$ cat src/rtl/mem_port_arbiter.sv
// rtl/mem_port_arbiter.sv - single-port memory arbiter between IF and LS
// One access in flight; round-robin grant on req/gnt, fixed-latency rvalid routed back to the owner.
module mem_port_arbiter #(
  parameter int ADDR_W  = 32,
  parameter int DATA_W  = 32,
  parameter int MEM_LAT = 1
) (
  input  logic                clock_i,
  input  logic                reset_i,
  input  logic                if_req_i,
  input  logic [ADDR_W-1:0]   if_addr_i,
  output logic                if_gnt_o,
  output logic                if_rvalid_o,
  output logic [DATA_W-1:0]   if_rdata_o,
  input  logic                ls_req_i,
  input  logic                ls_we_i,
  input  logic [ADDR_W-1:0]   ls_addr_i,
  input  logic [DATA_W-1:0]   ls_wdata_i,
  input  logic [DATA_W/8-1:0] ls_be_i,
  output logic                ls_gnt_o,
  output logic                ls_rvalid_o,
  output logic [DATA_W-1:0]   ls_rdata_o,
  output logic                mem_en_o,
  output logic                mem_we_o,
  output logic [ADDR_W-1:0]   mem_addr_o,
  output logic [DATA_W-1:0]   mem_wdata_o,
  output logic [DATA_W/8-1:0] mem_be_o,
  input  logic [DATA_W-1:0]   mem_rdata_i,
  output logic [15:0]         stall_count_o
);
  localparam logic [3:0] LAT = 4'(MEM_LAT);

  typedef enum logic {IDLE, BUSY} state_e;
  typedef enum logic {PORT_IF, PORT_LS} port_e;

  state_e      state_q, state_d;
  port_e       owner_q, owner_d;
  port_e       rr_q, rr_d;
  logic [3:0]  cnt_q, cnt_d;
  logic [15:0] stall_q, stall_d;

  logic window, resp, pick_ls, if_gnt, ls_gnt, stalled;

  // The response cycle reopens the window so a waiting port can issue back-to-back.
  assign window  = (state_q == IDLE) || (cnt_q == 4'd1);
  assign resp    = (state_q == BUSY) && (cnt_q == 4'd1) && !reset_i;
  assign pick_ls = ls_req_i && (!if_req_i || rr_q == PORT_IF);
  assign if_gnt  = window && !reset_i && if_req_i && !pick_ls;
  assign ls_gnt  = window && !reset_i && pick_ls;
  assign stalled = (if_req_i && !if_gnt) || (ls_req_i && !ls_gnt);

  assign if_gnt_o      = if_gnt;
  assign ls_gnt_o      = ls_gnt;
  assign if_rvalid_o   = resp && (owner_q == PORT_IF);
  assign ls_rvalid_o   = resp && (owner_q == PORT_LS);
  assign if_rdata_o    = mem_rdata_i;
  assign ls_rdata_o    = mem_rdata_i;
  assign stall_count_o = stall_q;

  always_comb begin
    mem_en_o    = 1'b0;
    mem_we_o    = 1'b0;
    mem_addr_o  = '0;
    mem_wdata_o = '0;
    mem_be_o    = '0;
    if (if_gnt) begin
      mem_en_o   = 1'b1;
      mem_addr_o = if_addr_i;
      mem_be_o   = '1;
    end else if (ls_gnt) begin
      mem_en_o    = 1'b1;
      mem_we_o    = ls_we_i;
      mem_addr_o  = ls_addr_i;
      mem_wdata_o = ls_wdata_i;
      mem_be_o    = ls_be_i;
    end
  end

  always_comb begin
    state_d = state_q;
    owner_d = owner_q;
    rr_d    = rr_q;
    cnt_d   = cnt_q;
    stall_d = stall_q;
    if (if_gnt || ls_gnt) begin
      state_d = BUSY;
      cnt_d   = LAT;
      owner_d = ls_gnt ? PORT_LS : PORT_IF;
      rr_d    = ls_gnt ? PORT_LS : PORT_IF;
    end else if (state_q == BUSY) begin
      cnt_d = cnt_q - 4'd1;
      if (cnt_q == 4'd1) begin
        state_d = IDLE;
      end
    end
    if (stalled && stall_q != 16'hFFFF) begin
      stall_d = stall_q + 16'd1;
    end
  end

  always_ff @(posedge clock_i) begin
    if (reset_i) begin
      state_q <= IDLE;
      owner_q <= PORT_IF;
      rr_q    <= PORT_LS;
      cnt_q   <= 4'd0;
      stall_q <= 16'd0;
    end else begin
      state_q <= state_d;
      owner_q <= owner_d;
      rr_q    <= rr_d;
      cnt_q   <= cnt_d;
      stall_q <= stall_d;
    end
  end
endmodule
$ cat config.mk
export PLATFORM = sky130hd
export DESIGN_NAME = mem_port_arbiter
export DESIGN_NICKNAME = d
export VERILOG_FILES = /design/src/rtl/mem_port_arbiter.sv
export SDC_FILE = /design/constraint.sdc
export NUM_CORES = 1
export LEC_CHECK = 0
export CORE_AREA = 3 3 110 112
export CTS_CLUSTER_SIZE = 40
export DETAILED_ROUTE_END_ITERATION = 6
export DIE_AREA = 0 0 113 115
export HOLD_SLACK_MARGIN = 0.05
export PLACE_DENSITY = 0.7
export SETUP_SLACK_MARGIN = 0.5
export SYNTH_ARGS = -nofsm -noshare
export SYNTH_HDL_FRONTEND = slang
export SYNTH_SLANG_ARGS = --single-unit
$ cat constraint.sdc
create_clock -name clock_i -period 2.1 [get_ports clock_i]
set_clock_uncertainty 0.05 [all_clocks]
set_input_delay 0.315 -clock clock_i [delete_from_list [all_inputs] [get_ports clock_i]]
set_output_delay 0.315 -clock clock_i [all_outputs]
set_load 0.01 [all_outputs]
# --- Word-level counts from Yosys, hierarchy flattened ---
# Index checks and enable logic that the tools add are counted.
# W data, S select, Z words.
totals:
  input_bits: 137
  ff_bits: 23
  wordCells: 51
classes:
  mux: 15
  add_sub_neg: 2
  eq_ne: 2
  n_reduce_logical: 23
  bitwise_logic: 3
ops:
  columns: ["cell", "count"]
  rows:
  - ["$mux W32", 4]
  - ["$add A16 B1 Y16 const B", 1]
  - ["$ne A16 B16 Y1 const B", 1]
  - ["$logic_and A1 B1 Y1", 12]
  - ["$mux W1", 9]
  - ["$mux W4", 2]
  - ["$logic_not A1 Y1", 5]
  - ["$eq A4 B1 Y1 const B", 1]
  - ["$logic_or A1 B1 Y1", 4]
  - ["$sub A4 B1 Y4 const B", 1]
  - ["$not A1 Y1", 3]
  - ["$reduce_bool A2 Y1", 1]
  - ["$reduce_or A2 Y1", 1]

# --- Depth between registers and ports, before layout ---
depth:
  ltp_word: 9
  ltp_mapped: 9
  ltp_nobuf: 6

# --- Worst setup path after synthesis ---
# No wires, ideal clock.
synth_timing:
  kind: "reg2out"
  startpoint: "register cnt_q[0]"
  endpoint: "output port mem_addr_o[28]"
  arrival_ps: 1847
  path_slack_ps: -112
  path_buffers: 2
  stages_incl_launch_ff: 7
  t_required_ps: 1735
  cell_sequence: "dfxtp_1 -> ha_1 -> or3b_1 -> buf_6 -> a2111oi_4 -> buf_6 -> a22o_1"
synth_between:
  elab_chain_len: 6
  elab_cells_between_ends: 8
  classes_between: "1 x eq/ne; 2 x mux; 5 x reduce/logical"
synth_lines:
  columns: ["item", "line", "rtl"]
  rows:
  - ["from (decl)", "39", "logic [3:0] cnt_q, cnt_d;"]
  - ["from (signal assigned)", "112", "cnt_q <= cnt_d;"]
  - ["$eq A4 B1 Y1", "45", "assign window = (state_q == IDLE) || (cnt_q == 4'd1);"]
  - ["$logic_or A1 B1 Y1", "45", null]
  - ["$logic_and A1 B1 Y1 (3 in series)", "48", "assign if_gnt = window && !reset_i && if_req_i && !pick_ls;"]
  - ["net if_gnt_o", "12", "output logic if_gnt_o,"]
  - ["$mux W32", "66", "if (if_gnt) begin"]
  - ["to (decl)", "25", "output logic [ADDR_W-1:0] mem_addr_o,"]
# The timed path passes the listed nets, and every way through them passes these cells.

# --- Worst setup path in the final report ---
layout_timing:
  startpoint: "register cnt_q[1]"
  endpoint: "output port mem_addr_o[4]"
layout_between:
  elab_chain_len: 6
  elab_cells_between_ends: 8
  classes_between: "1 x eq/ne; 2 x mux; 5 x reduce/logical"
layout_lines:
  columns: ["item", "line"]
  rows:
  - ["$eq A4 B1 Y1 (*)", "45"]
  - ["$logic_or A1 B1 Y1 (*)", "45"]
  - ["$logic_and A1 B1 Y1 (*)", "48, 49"]
  - ["$logic_and A1 B1 Y1 (on tied branches)", "49, 48"]
  - ["$mux W32 / $logic_and A1 B1 Y1 (equally long branches)", "70, 48"]
  - ["$mux W32 (*)", "66"]
# Every way passes the cells marked *; elsewhere a longest branch is shown, timed or not.

==> metrics.md <==
| Metric | Value |
|---|---|
| GPL Wtd Cong | 0.796 |
| R2R Path End | cnt_q[1] |
| Critical path endpoint category | output port |
| Finish-stage setup viols | 94 |
| Routed WL | 12000 um |
| Synthesized instance count | 291 |
| PD cells | 365 mW/mm2 |
| Total Routing Usage GR | 15.4% |
| Largest net degree at the start of global routing | 28 |
| Crit path cell chain | inv_2, ha_4, or3b_4, a2111oi_4, buf_4, buf_6, buf_6, buf_8, buf_6, a22o_4, buf_6 |
| Via/cell ratio | 4.68 |
| Worst Path Arrival | 2.28 ns |
| PortBufs | 194 |
| Synthesized area per cell | 8.21 um2 |
| Number of synthesized flops with an enable pin | 0 |
| Syn Nets | 431 |
| Clock latency on the worst-skew pair | 0.26 ns |
| Area grow syn2layout | 122% |
| Final Cell Area | 0.00531 mm2 |
| Failing checks | negative setup slack |
| Hold crit path type | reg -> reg |
| Busiest layer in global routing | met2 |
| Distinct cells, synth | 47 |
| Slack of the critical path | -0.542 ns |
| Highest-delay cell along the critical path | or3b_4 |
| CP most frequent cell | buf_6 |
| Max_cap viols | 0 |
| Top delay family on crit path | buffers and inverters |
| # hold bufs at CTS | 0 |
| WP buf/inv | 7 |
| Initial antenna violation count | 0 |
| Async SR Flop Fraction | 0% |
| Static leakage | 2.40 nW |
| Most common cell in the netlist | buf_4 |
| R2R setup slack | -0.22 ns |
| Synth top area cells | buf_4 (21%), dfxtp_1 (19%), a22o_1 (9.5%) |
| Total core area | 0.0113 mm2 |
| Initial Util | 21.1% |
| Cell Area, Placed | 0.00413 mm2 |
| Dpl hpwl | 8020 um |
| WHS Path Cells | 2 |
| Clock buffers created by TritonCTS | 3 |
| Fin util | 46.9% |
| Max incr delay on CP | 0.41 ns |
| Final period util | 126% |
| WP data required | 1.74 ns |
| R2r worst-path depth | 13 |
| CTS tree | done |
| Ratio of cells with drive above 1 in the final layout | 52.6% |
| Post-synth top flop | dfxtp_1 |
| Antenna cells | 0 |
| Synth cell count leaders | buf_4 (66), and2_1 (36), a22o_1 (26) |
| Synth area leader | buf_4 |
| #FFs+latches synth | 23 |
| Die span in y | 115 um |
| Place WS | -0.751 ns |
| Vias in the first global route | 2930 |
| # IOs | 291 |
| Slew Limit Fails | 0 |
| Die area | 0.0130 mm2 |
| Max-slew headroom | 74.8% |
| Tmin final | 2.64 ns |
| Sequential fraction of the synthesis area | 19.3% |
| Endpoint, Worst Hold | rr_q |
| Clock tree buffer depth | 2 |
| CTS Sinks | 23 |
| DRC | 0 |
| H-Tree Level Count | 1 |
| Hold path startpoint | rr_q |
| Root buf cell | clkbuf_16 |
| Nets@finish | 622 |
| Synth top area share | 20.7% |
| Worst-margin pin slew | 0.372 ns |
| First-pass DRT Iterations | 5 |
| Crit path kind | reg -> out |
| Global-route wire length before repair | 16000 um |
| CP Launch Type | flip-flop |
| Syn Std Cell Area | 0.00239 mm2 |
| GR Layer Usage met3 | 4.79% |
| GR Util met2 | 26.6% |
| Largest fanout on the critical path | 8 |
| Total gr overflow | 0 |
| Vias post-DR | 2923 |
| CTS clock-pin slew for the worst setup and hold paths | 0.06 ns |
| 1st-iter DRT viols | 143 |
| Fmax | 0.378 GHz |
| Post-route ant nets | 0 |
| Wire per inst | 19.2 um |
| RSZ-0062 raised after global routing | true |
| Synth Warn # | 0 |
| Final number of hold-violating endpoints | 0 |
| Met1 Use GR | 17.9% |
| R2R Path Start | cnt_q[1] |
| Run status | finished, violations left |
| Die X | 113 um |
| # rows | 39 |
| VDD IR max | 0.000274 V |
## sequential cells by signal, summed over array words and instances (netlist names)
signal,count
cnt_q,4
owner_q,1
rr_q,1
stall_count_o,16
state_q,1
## logic make-up (layout without fill, tap and decap cells)
kind of cell / after synthesis / in the layout / share of synthesized area (%)
flip-flops: 23 / 23 / 19.3
XOR/XNOR: 3 / 3 / 1.10
buffers and inverters: 92 / 282 / 27.2
AO/OA/AOI/OAI: 69 / 69 / 23.5
multiplexers: 4 / 4 / 1.89
adder cells (fa/ha/maj): 4 / 4 / 1.99
AND/OR/NAND/NOR: 96 / 96 / 25.0
## power by group
part	switching [mW]	internal (mW)
registers	0.0215	0.459
clock network	0.171	0.257
logic	0.372	0.657
total	0.565	1.37
## worst register-to-register path: stages (launching register included)
cell	delay (ns)
dfxtp_2	0.32
inv_2	0.07
ha_4	0.12
or3b_4	0.41
a2111oi_4	0.29
buf_4	0.20
buf_6	0.10
buf_6	0.11
buf_6	0.09
buf_6	0.08
or2_4	0.11
buf_4	0.10
buf_6	0.10
a2111oi_4	0.03
## placed cells by master, fill, tap and decap left out, types with 2 or more instances in the layout
cell type and n:
a2111oi_4 2, a21o_1 4, a21oi_1 4, a21oi_2 9, a22o_1 26, a22o_4 5, and2_1 4, and2_4 32
and4_1 3, buf_12 7, buf_16 5, buf_2 25, buf_4 24, buf_6 81, buf_8 5, clkbuf_16 9
clkdlybuf4s50_1 111, dfxtp_1 10, dfxtp_2 13, dlygate4sd2_1 2, dlymetal6s2s_1 7, inv_1 4, mux2_4 3, nand2_1 6
nand3_1 4, nand4_1 6, nor2_1 7, nor2b_1 4, nor3_2 5, nor4_4 2, o21ai_1 3, o31ai_1 9
or3b_4 2, or4_1 2, or4_4 7, xor2_1 2
## worst max-delay path by stage
stage	from	slack, ns	end	cells past startpoint
after floorplan	cnt_q[1]	-0.03	mem_addr_o[28]	7
after global placement	ls_req_i	-0.63	mem_addr_o[8]	6
after detailed placement	ls_req_i	-0.75	mem_addr_o[16]	6
after CTS	cnt_q[1]	-0.67	mem_addr_o[26]	9
after global routing	cnt_q[1]	-0.62	mem_addr_o[4]	11
final	cnt_q[1]	-0.54	mem_addr_o[4]	11
## layer usage
layer | vias to the layer above | part of all wire (%)
li1 | 1357 | -
met1 | 1374 | 37
met2 | 152 | 51
met3 | 40 | 9.3
met4 | 0 | 3.0
met5 | - | 0
## per-stage QoR
step                hold slack [ns]  setup TNS, ns  total power [mW]  std cells
global route                  0.492         -40.63              2.02        624
global placement              0.413         -42.40              1.18        563
floorplan                     0.404         -0.469             0.883        291
finish                        0.455         -33.99              1.94        624
CTS                           0.440         -33.28              1.82        607
detailed placement            0.420         -46.67              1.19        563
## what timing repair did
item                                    4_1_cts  5_1_grt
gates cloned                                  7        6
endpoints found under the setup margin      104      104
resized for setup                           412       80
pin swaps                                    24       34
buffers inserted                             33       11
## layout make-up
class	instances	area [um2]
clock buffer	3	75.1
clock inverter	1	5.00
fill	1008	6010
inverter	5	18.8
multi-input combinational	176	1620
sequential	23	477
tap	143	179
timing repair buffer	273	2940
(Power assumes the default switching activity.)
